--- src/rtl/sram_arbiter.sv ---
// sram_arbiter: shares one async byte-wide SRAM port between requesters A and B.
// Each access runs IDLE -> SETUP -> ACCESS -> DONE with registered strobes.
module sram_arbiter #(
  parameter int ADDR_W        = 19,
  parameter int ACCESS_CYCLES = 2,
  parameter bit PRIORITY_A    = 1'b0
) (
  input  logic              clock,
  input  logic              reset,
  input  logic              a_req,
  input  logic              a_we,
  input  logic [ADDR_W-1:0] a_addr,
  input  logic [7:0]        a_wdata,
  output logic              a_ack,
  output logic [7:0]        a_rdata,
  input  logic              b_req,
  input  logic              b_we,
  input  logic [ADDR_W-1:0] b_addr,
  input  logic [7:0]        b_wdata,
  output logic              b_ack,
  output logic [7:0]        b_rdata,
  output logic [ADDR_W-1:0] mem_addr,
  output logic [7:0]        mem_wdata,
  output logic              mem_load,
  output logic              mem_store,
  input  logic [7:0]        mem_rdata,
  output logic              busy
);

  if (ACCESS_CYCLES < 1) begin : g_bad_cycles
    $error("sram_arbiter: ACCESS_CYCLES must be >= 1");
  end

  localparam int CW =
    (ACCESS_CYCLES > 1) ? $clog2(ACCESS_CYCLES) : 1;
  localparam logic [CW-1:0] CNT_LOAD =
    CW'(ACCESS_CYCLES - 1);

  typedef enum logic [1:0] {
    IDLE,
    SETUP,
    ACCESS,
    DONE
  } state_t;

  state_t        state;
  logic [CW-1:0] cnt;
  logic          rr_last_b;
  logic          gnt_b;
  logic          we_q;
  logic          pick_b;

  // Winner selection: sole requester wins, ties by priority or round-robin
  always_comb begin
    pick_b = 1'b0;
    unique case ({a_req, b_req})
      2'b01:   pick_b = 1'b1;
      2'b11:   pick_b = PRIORITY_A ? 1'b0 : ~rr_last_b;
      default: pick_b = 1'b0;
    endcase
  end

  // Access sequencer with registered strobes, acks and read data
  always_ff @(posedge clock or posedge reset) begin
    if (reset) begin
      state     <= IDLE;
      cnt       <= '0;
      rr_last_b <= 1'b1;
      gnt_b     <= 1'b0;
      we_q      <= 1'b0;
      mem_addr  <= '0;
      mem_wdata <= '0;
      mem_load  <= 1'b0;
      mem_store <= 1'b0;
      a_ack     <= 1'b0;
      b_ack     <= 1'b0;
      a_rdata   <= '0;
      b_rdata   <= '0;
      busy      <= 1'b0;
    end else begin
      a_ack <= 1'b0;
      b_ack <= 1'b0;
      unique case (state)
        IDLE: begin
          if (a_req || b_req) begin
            state     <= SETUP;
            busy      <= 1'b1;
            gnt_b     <= pick_b;
            rr_last_b <= pick_b;
            we_q      <= pick_b ? b_we : a_we;
            mem_addr  <= pick_b ? b_addr : a_addr;
            mem_wdata <= pick_b ? b_wdata : a_wdata;
          end
        end
        SETUP: begin
          state     <= ACCESS;
          cnt       <= CNT_LOAD;
          mem_load  <= ~we_q;
          mem_store <= we_q;
        end
        ACCESS: begin
          if (cnt == '0) begin
            state     <= DONE;
            mem_load  <= 1'b0;
            mem_store <= 1'b0;
            a_ack     <= ~gnt_b;
            b_ack     <= gnt_b;
            if (!we_q) begin
              if (gnt_b) b_rdata <= mem_rdata;
              else       a_rdata <= mem_rdata;
            end
          end else begin
            cnt <= cnt - 1'b1;
          end
        end
        DONE: begin
          state <= IDLE;
          busy  <= 1'b0;
        end
        default: state <= IDLE;
      endcase
    end
  end

endmodule

--- config.mk ---
export PLATFORM = sky130hd
export DESIGN_NAME = sram_arbiter
export DESIGN_NICKNAME = d
export VERILOG_FILES = /design/src/rtl/sram_arbiter.sv
export SDC_FILE = /design/constraint.sdc
export NUM_CORES = 1
export LEC_CHECK = 0
export ABC_CLOCK_PERIOD_IN_PS = 1500
export CAP_MARGIN = 25
export CORE_MARGIN = 1.5
export CORE_UTILIZATION = 38
export CTS_BUF_LIST = sky130_fd_sc_hd__clkbuf_8
export DETAILED_ROUTE_END_ITERATION = 10
export PLACE_DENSITY = 0.79
export SLEW_MARGIN = 10
export SYNTH_ARGS = -nofsm -noshare
export SYNTH_HDL_FRONTEND = slang
export SYNTH_SLANG_ARGS = --single-unit
--- constraint.sdc ---
create_clock -name clock -period 1.5 [get_ports clock]
set_clock_uncertainty 0.05 [all_clocks]
set_input_delay 0.3 -clock clock [delete_from_list [all_inputs] [get_ports clock]]
set_output_delay 0.3 -clock clock [all_outputs]
set_load 0.05 [all_outputs]
==> summary.txt <==
STA
  – Fin crit share: 105%
  – RSZ-0062 raised after global routing: yes
  – Final critical-path setup slack: -71.3 ps
  – Headroom to the max-slew limit: 76.4%
  – Peak clock frequency supported by timing: approximately 0.64 GHz
  – Count of final setup violators: 18
  – Post-layout minimum cycle time: 1570 ps
  – Setup total negative slack: -950 ps
  – Final Hold Vio Count: 0
  – Slew Viols, Final: 0
  – Transition time of the tightest slew-check pin: 354 ps

Final layout
  – Share of layout cells above drive strength 1: 33.2%
  – Area of all sequential standard cells: 0.00135 mm^2
  – Final-stage net count: 432
  – Filler instances: 390
  – Area used by multi-input combinational logic: 0.00104 mm^2
  – Growth of design area from synthesis to finish: 90.5%
  – Final std cell area, no fill: 0.00452 mm^2
  – Post-route core utilization: between 70 and 80%
  – Inserted Diodes: 0
  – Filler-free cell count of the finished design: ~440

Global routing
  – Overall Global Routing Usage: 21.7%
  – GRT overflow: 0
  – Antenna violations before repair: 0
  – Vias in the first global route: 2281
  – Pin count of the biggest net entering global routing: 30
  – Global-route wire length before repair: 10.9 mm

Setup path
  – CP max FO: 8
  – Worst setup slack for register-to-register paths: -70 ps
  – Worst Path Required: 1640 ps
  – Data arrival time of the critical path: 1710 ps
  – Crit start category: flip-flop
  – Category of the worst setup path capture point: flip-flop
  – Category of the most critical setup path: reg -> reg

Drt
  – Final antenna-violating net count: 0
  – Post-detailed-route wirelength per cell: 16.3 um
  – Final WL: 7.12 mm
  – Pre-antenna DRT Iters: 4
  – Vias: approximately 2200
  – First-iteration detailed-routing DRC count: 71
  – DRC viols: 0
  – Via-to-Cell Ratio: 5.06

Power
  – Cell Pwr Density: roughly 2500 mW/mm^2
  – Switching power as a share of total power: 43.3%
  – Internal cell power: 6.46 mW
  – P_leak: between 2 and 2.5 nW
  – Clock network power share: 8.6%
  – Proportion of power drawn by combinational gates: 65.5%
  – Net switching component of the power: 4.94 mW
  – Flop pwr share: roughly 26%
  – Worst IR Drop VDD: roughly 1.5 mV

Yosys
  – Library cells used by synthesis: 28
  – Synth async-reset ratio: 100%
  – Number of warnings reported in the yosys synthesis log: 0
  – Post-synthesis instance total: 227
  – Primary FF master, synth: dfrtp_1
  – Register bit total from synthesis: 54
  – Cell with the most instances after synthesis: a21oi_1
  – Most instantiated cells after synthesis: a21oi_1 (58), dfrtp_1 (53), nand2_1 (30)
  – Post-synth top area share: 55.9%
  – Sequential fraction of the synthesis area: 57.0%
  – Synthesized area: 0.00237 mm^2
  – Dominant cells by area after synthesis: dfrtp_1 (56%), a21oi_1 (12%), mux2_4 (5.1%), nand2_1 (4.7%), nor2_1 (4.4%)
  – Post-Syn Nets: 299
  – Top cell type by total area after synthesis: dfrtp_1
  – Syn avg cell area: roughly 10 um^2
  – Count of flip-flops with a built-in enable after synthesis: 0

Min path
  – Min-delay worst type: in -> async

Floorplan
  – Core outline area: between 0.005 and 0.006 mm^2
  – Number of ports placed on the die boundary: 116
  – Die area: just under 0.007 mm^2
  – Height of the chip: 82.0 um
  – Site Rows: 28
  – Starting utilization of the core area: between 30% and 40%
  – Die X: 82.0 um

Clocking
  – Clock sink total: 54
  – Clock input transition at the sequential cells of the worst setup and hold paths: roughly 90 ps
  – CTS Root Cell: clkbuf_8
  – Num CTS Buffers: 5
  – CTS tree: yes
  – Number of H-tree levels: 2
  – Longest Clk Path Bufs: 2
  – Worst skew pair latency: between 200 and 300 ps

Job
  – Number of max-cap violations: 0

Placed design
  – Port Buffers: between 100 and 150
  – Dpl cells: between 400 and 500
  – Weighted congestion reported at the end of routability-driven placement: roughly 0.77
  – Half-perimeter wire length after detailed placement: 5.17 mm
  – Cell area after placement: 0.00426 mm^2

Run status
  – Run status: complete, but fails checks
  – Violations in the final reports: negative setup slack
-- sequential cells by signal (all words and copies together), names as in the netlist --
| signal | flops |
|---|---|
| mem_wdata | 8 |
| we_q | 1 |
| rr_last_b | 1 |
| state | 2 |
| cnt | 1 |
| mem_load | 1 |
| b_rdata | 8 |
| mem_addr | 19 |
| a_ack | 1 |
| gnt_b | 1 |
| a_rdata | 8 |
| busy | 1 |
| mem_store | 1 |
| b_ack | 1 |
-- critical path, cell delays in order, from the launching register on --
cell and delay, ps:
dfrtp_1 400, inv_2 100, ha_4 140, nor3b_4 180, and2_4 270, mux2_4 330
-- layout make-up --
class | instances | area share, %
Multi-Input combinational cell | 153 | 23.0
Clock inverter | 2 | 0.748
Sequential cell | 54 | 30.0
Inverter | 6 | 0.582
Clock buffer | 6 | 1.83
Timing Repair Buffer | 140 | 41.8
Tap cell | 75 | 2.08
-- power by group through the flow --
stage / clock network [mW] / logic [mW] / registers (mW)
floorplan: 0 / 1.51 / 4.73
global placement: 0 / 6.98 / 2.91
detailed placement: 0 / 7.13 / 2.96
CTS: 1.02 / 7.35 / 2.95
global route: 1.07 / 7.83 / 3.04
finish: 0.984 / 7.46 / 2.95
-- final timing paths --
path,start,end,depth (start not counted)
min reg2reg,rr_last_b,rr_last_b,2
max,state[0],a_rdata[6],5
max in group asynchronous,reset,mem_addr[11],3
max reg2reg,state[0],a_rdata[6],5
min in group clock,a_req,rr_last_b,2
min,reset,a_rdata[3],3
-- layout by cell type, fill, tap and decap left out, types with 6 or more instances in the layout --
cell,instances
a21oi_1,50
a21oi_2,7
buf_12,52
buf_4,17
clkbuf_8,6
clkdlybuf4s50_1,65
dfrtp_1,52
mux2_4,17
nand2_1,30
nor2_1,28
-- per-layer routing --
metal	global-route usage, %	up-vias	part of all wire, %	routed length [um]
met3	6.00	8	7.9	559
met5	0	-	0	0
met2	37.3	112	50	3560
met1	26.1	1049	41	2930
met4	7.63	0	0.86	61
li1	-	1038	-	-
-- repair_timing --
item | CTS | global route
resized for setup | 18 | 19
pin swaps | 1 | 0
setup buffers | 3 | 0
endpoints found under the setup margin | 46 | 47
hold endpoints to repair | 0 | 0
gates cloned | 0 | 2
hold buffers | 0 | 0
-- kinds of logic (layout without fill, tap and decap cells) --
group	count (synthesis)	after routing	share of synthesized area (%)
adders and majority gates	4	4	2.11
AOI/OAI and AO/OA	69	69	16.1
muxes	17	17	9.34
buffers and inverters	20	154	4.38
DFF	54	54	57.0
and+or+nand+nor	63	63	11.0
-- per-stage QoR --
step | hold WS (ps) | total power [mW] | setup slack, ps
6_report | 344 | 11.4 | -71.3
5_1_grt | 339 | 11.9 | -131
4_1_cts | 330 | 11.3 | -79.8
3_5_place_dp | 494 | 10.1 | -266
3_3_place_gp | 469 | 9.89 | -178
2_1_floorplan | 317 | 6.24 | -32.8
(Power assumes the default switching activity.)
